<file path="src/rtl/cmd_frame_gen.sv">
// Host-side command framer: serialises one decoded command per handshake into
// the controller's byte frame (opcode first) over a byte-level valid/ready link.
module cmd_frame_gen #(
   parameter int GAP_CYCLES = 0,
   parameter int CNT_W      = 8
) (
   input  logic             clk,
   input  logic             rst,
   input  logic             cmd_valid,
   output logic             cmd_ready,
   input  logic [1:0]       cmd_type,
   input  logic [3:0]       cmd_addr,
   input  logic [7:0]       cmd_data,
   input  logic [7:0]       cmd_a,
   input  logic [7:0]       cmd_b,
   input  logic [3:0]       cmd_fun,
   output logic [7:0]       byte_out,
   output logic             byte_valid,
   input  logic             byte_ready,
   output logic             frame_done,
   output logic [CNT_W-1:0] frame_cnt
);

   typedef enum logic [1:0] {ST_IDLE, ST_SEND, ST_GAP, ST_DONE} state_t;
   typedef enum logic [1:0] {RF_WR = 2'd0, RF_RD = 2'd1, ALU_OP = 2'd2, ALU_NOP = 2'd3} cmd_t;

   localparam logic [7:0] GAP_LAST = 8'(GAP_CYCLES > 0 ? GAP_CYCLES - 1 : 0);

   state_t     state, state_nxt;
   cmd_t       type_q;
   logic [3:0] addr_q, fun_q;
   logic [7:0] data_q, a_q, b_q;
   logic [1:0] idx, last_idx;
   logic [7:0] gap_cnt, cur_byte;
   logic       accept, hs, last_byte;

   assign accept    = cmd_valid && cmd_ready;
   assign hs        = byte_valid && byte_ready;
   assign last_byte = (idx == last_idx);

   // Frame contents and length come only from the latched command, so the
   // pending byte cannot change while the sink stalls.
   always_comb begin
      // NOTE: every always_comb output gets a default first so no path infers a latch.
      cur_byte = 8'h00;
      last_idx = 2'd1;
      case (type_q)
         RF_WR: begin
            last_idx = 2'd2;
            case (idx)
               2'd0:    cur_byte = 8'hAA;
               2'd1:    cur_byte = {4'h0, addr_q};
               default: cur_byte = data_q;
            endcase
         end
         RF_RD: begin
            cur_byte = (idx == 2'd0) ? 8'hBB : {4'h0, addr_q};
         end
         ALU_OP: begin
            last_idx = 2'd3;
            case (idx)
               2'd0:    cur_byte = 8'hCC;
               2'd1:    cur_byte = a_q;
               2'd2:    cur_byte = b_q;
               default: cur_byte = {4'h0, fun_q};
            endcase
         end
         default: begin
            cur_byte = (idx == 2'd0) ? 8'hDD : {4'h0, fun_q};
         end
      endcase
   end

   always_comb begin
      state_nxt  = state;
      cmd_ready  = (state == ST_IDLE);
      byte_valid = (state == ST_SEND);
      frame_done = (state == ST_DONE);
      byte_out   = (state == ST_SEND) ? cur_byte : 8'h00;
      case (state)
         ST_IDLE: if (accept) state_nxt = ST_SEND;
         ST_SEND: begin
            if (hs) begin
               if (last_byte)           state_nxt = ST_DONE;
               else if (GAP_CYCLES > 0) state_nxt = ST_GAP;
            end
         end
         ST_GAP:  if (gap_cnt == GAP_LAST) state_nxt = ST_SEND;
         default: state_nxt = ST_IDLE;
      endcase
   end

   // NOTE: sequential state uses non-blocking assignments so every register
   // samples pre-edge values regardless of block ordering.
   always_ff @(posedge clk) begin
      if (rst) begin
         state     <= ST_IDLE;
         idx       <= 2'd0;
         gap_cnt   <= 8'd0;
         frame_cnt <= '0;
      end else begin
         state <= state_nxt;
         if (accept)  idx <= 2'd0;
         else if (hs) idx <= idx + 2'd1;
         gap_cnt <= (state == ST_GAP) ? gap_cnt + 8'd1 : 8'd0;
         if (state == ST_DONE) frame_cnt <= frame_cnt + 1'b1;
      end
   end

   // NOTE: command fields are pure datapath; they are only observed in SEND
   // after an accept has loaded them, so they carry no reset.
   always_ff @(posedge clk) begin
      if (accept) begin
         type_q <= cmd_t'(cmd_type);
         addr_q <= cmd_addr;
         data_q <= cmd_data;
         a_q    <= cmd_a;
         b_q    <= cmd_b;
         fun_q  <= cmd_fun;
      end
   end

endmodule

</file>
<file path="config.mk">
export PLATFORM = sky130hd
export DESIGN_NAME = cmd_frame_gen
export DESIGN_NICKNAME = d
export VERILOG_FILES = /design/src/rtl/cmd_frame_gen.sv
export SDC_FILE = /design/constraint.sdc
export NUM_CORES = 1
export LEC_CHECK = 0
export ABC_AREA = 0
export CORE_MARGIN = 5
export CORE_UTILIZATION = 53
export DETAILED_ROUTE_END_ITERATION = 16
export PLACE_DENSITY = 0.84
export SLEW_MARGIN = 20
export SYNTH_ARGS = -nofsm -noshare
export SYNTH_HDL_FRONTEND = slang
export SYNTH_SLANG_ARGS = --single-unit
export TNS_END_PERCENT = 50
</file>
<file path="constraint.sdc">
create_clock -name clk -period 3.5 [get_ports clk]
set_input_delay 0.7 -clock clk [delete_from_list [all_inputs] [get_ports clk]]
set_output_delay 0.7 -clock clk [all_outputs]
set_load 0.005 [all_outputs]
</file>
==> out/metrics.csv <==
metric,value,unit
async_reset_ff_frac,0,
worst_pin_slew,0.507,ns
yosysSeqAreaShare,0.594,
layout_worst_path_cycle_share,0.933,
final_max_slew_viol_count,0,
setup.reg_to_reg.worst_slack,2.05,ns
drt_drc_violations_left,0,
timing.max_slew.rel_slack,0.662,
final_util,0.712,
post_synth_inst_count,207,
post_cts_buffers,0,
clock_slew_seen_by_the_registers_of_the_worst_setup_and_hold_paths,0.09,ns
grt_first_pass_wirelength,7690,µm
worst_path_bufs_invs,2,
wl_per_cell,15.1,µm
globalplace.congestion,0.837,
cts_hold_buffers,0,
syn2layout_area_growth,29.6,%
routed_via_count,1776,
antenna_found_initial,0,
gr-usage-all-layers,0.159,
kind_of_cell_adding_the_most_delay_to_the_critical_path,compound AO/OA/AOI/OAI gates,
hold_path_class,reg -> reg,
gr-total-overflow,0,
final.min_clock_period,3.26,ns
vdd_ir_drop_max,0.000258,V
drt_pass1_iterations,4,
yosys-top-cells-count,"sky130_fd_sc_hd__edfxtp_1, sky130_fd_sc_hd__nor2_1, sky130_fd_sc_hd__dfxtp_1",
number_of_global_route_vias_before_repair,1629,
io_port_bufs,56,
wirelength,4760,µm
rows,24,
ys_seq_elements,54,
power.density_cell_area,408,nW/µm²
antenna-diode-count,0,
drt-initial-drc-count,131,
setup_repair_after_global_routing_missed_its_margin,false,
clock-sinks,54,
synthesis.nets,252,
worst_skew_pair_latency,0.30,ns
fill_cells,321,
layout_skew,0.00633,ns
ys.flop_type,sky130_fd_sc_hd__edfxtp_1,
yosysWarnings,0,
crit_arrival,2.56,ns
number_of_buffers_created_by_cts,5,
power_leakage,1.12,nW
final-hold-violation-count,0,
totalNegativeSetupSlack,0,ns
synth.most_common_cell,sky130_fd_sc_hd__edfxtp_1,
crit_start_category,flop,
syn-mean-instance-area,11.6,µm²
timing.critical_path.slowest_cell_delay,0.56,ns
synth_largest_area_cell,sky130_fd_sc_hd__edfxtp_1,
outcome,completed,
grt_start_max_net_pins,37,
dpl.hpwl,3470,µm
number_of_enable_type_register_cells_in_the_synthesized_netlist,34,
floorplan.initialDensity,0.549,
cts_tree,done,
crit_chain,inv_1 > ha_1 > a221oi_1 > o311a_1 > a311oi_1 > clkdlybuf4s50_1,
fp.dieH,77.2,µm
cap_viol_max_count,0,
syn_area,2390,µm²
post_cts_resize_count,0,
ys_top_cells_by_area,"sky130_fd_sc_hd__edfxtp_1, sky130_fd_sc_hd__dfxtp_1, sky130_fd_sc_hd__nor2_1",
cp.required,2.80,ns
critical_path_class,reg -> out,
die_area,5950,µm²
layout.nets,307,
setup_violations,0,
critPathMaxFanout,14,
drive_gt1_frac,0.0532,
ant_nets,0,
boundaryPins,57,
critical_path_capture_point_type,output port,
clk_path_buf_depth,2,
yosysUniqueCellTypes,44,
cts_htree_levels,2,
chipWidth,77.2,µm
timing.critical_path.slowest_stage_cell,sky130_fd_sc_hd__clkdlybuf4s50_1,
ratio_of_routed_vias_to_standard_cells,5.64,
area_fraction_of_the_dominant_cell_type_after_synthesis,0.427,
fmax,0.306,GHz
clock_tree.root_cell,sky130_fd_sc_hd__clkbuf_8,
core_area,4350,µm²
state kept, by name, indices dropped and copies added, names as in the netlist:
name	flops
frame_cnt	8
fun_q	4
type_q	2
a_q	8
b_q	8
data_q	8
state	2
addr_q	4
idx	2
gap_cnt	8
power by group:
group	internal (mW)	total [mW]	switching (mW)
Sequential	0.705	0.721	0.0155
Clock	0.233	0.422	0.188
Combinational	0.0715	0.121	0.0497
Total	1.01	1.26	0.254
layout make-up:
type                    count  area (µm²)  share of cell area
flip-flops and latches     54        1420               0.459
inverters                   8        30.0             0.00969
repair buffers             57         568               0.183
clock buffers               7        86.3              0.0279
clock inverters             1        30.0             0.00969
well taps                  52        65.1              0.0210
multi-input cells         136         896               0.289
through the flow:
step / worst slack [ns] / hold WS [ns] / cell area (µm²) / std cells / power (mW)
2_1_floorplan: 1.30 / 0.448 / 2390 / 207 / 0.782
3_3_place_gp: 0.562 / 0.471 / 2980 / 307 / 0.854
3_5_place_dp: 0.485 / 0.474 / 2980 / 307 / 0.856
4_1_cts: 0.146 / 0.494 / 3100 / 315 / 1.27
5_1_grt: 0.0248 / 0.551 / 3100 / 315 / 1.32
6_report: 0.236 / 0.497 / 3100 / 315 / 1.26
cell families after synthesis:
logic type,count (synthesis),share of synthesized area
buffers and inverters,17,0.0314
flip-flops,54,0.594
AND/OR/NAND/NOR,72,0.150
AO/OA/AOI/OAI,38,0.116
adder cells (fa/ha/maj),7,0.0366
multiplexers,4,0.0167
XOR/XNOR,15,0.0549
placed cells by master, fill, tap and decap left out, drive strengths merged, types with 2 or more instances in the layout:
cell,n
a221oi,3
a21oi,7
ha,7
nor2,26
a22oi,2
nand2,12
nand3b,2
a22o,4
inv,8
and3,6
nand2b,4
nand4,5
xnor2,5
dfxtp,20
o21ai,8
mux2i,4
a221o,2
and2,3
edfxtp,34
a32oi,2
nor3,2
clkbuf,7
clkdlybuf4s50,56
xor2,10
nand3,6
and2b,2
final timing paths:
check | to | cells after the start | startpoint
max | byte_out[1] | 6 | idx[1]
min | gap_cnt[0] | 1 | gap_cnt[0]
max reg2reg | idx[1] | 5 | state[1]
min reg2reg | gap_cnt[0] | 1 | gap_cnt[0]
routing by layer:
metal / track usage / part of all wire
met4: 0.0619 / 0.018
met5: 0 / 0
met1: 0.212 / 0.45
met2: 0.248 / 0.46
met3: 0.0398 / 0.065
(Power assumes the default switching activity.)
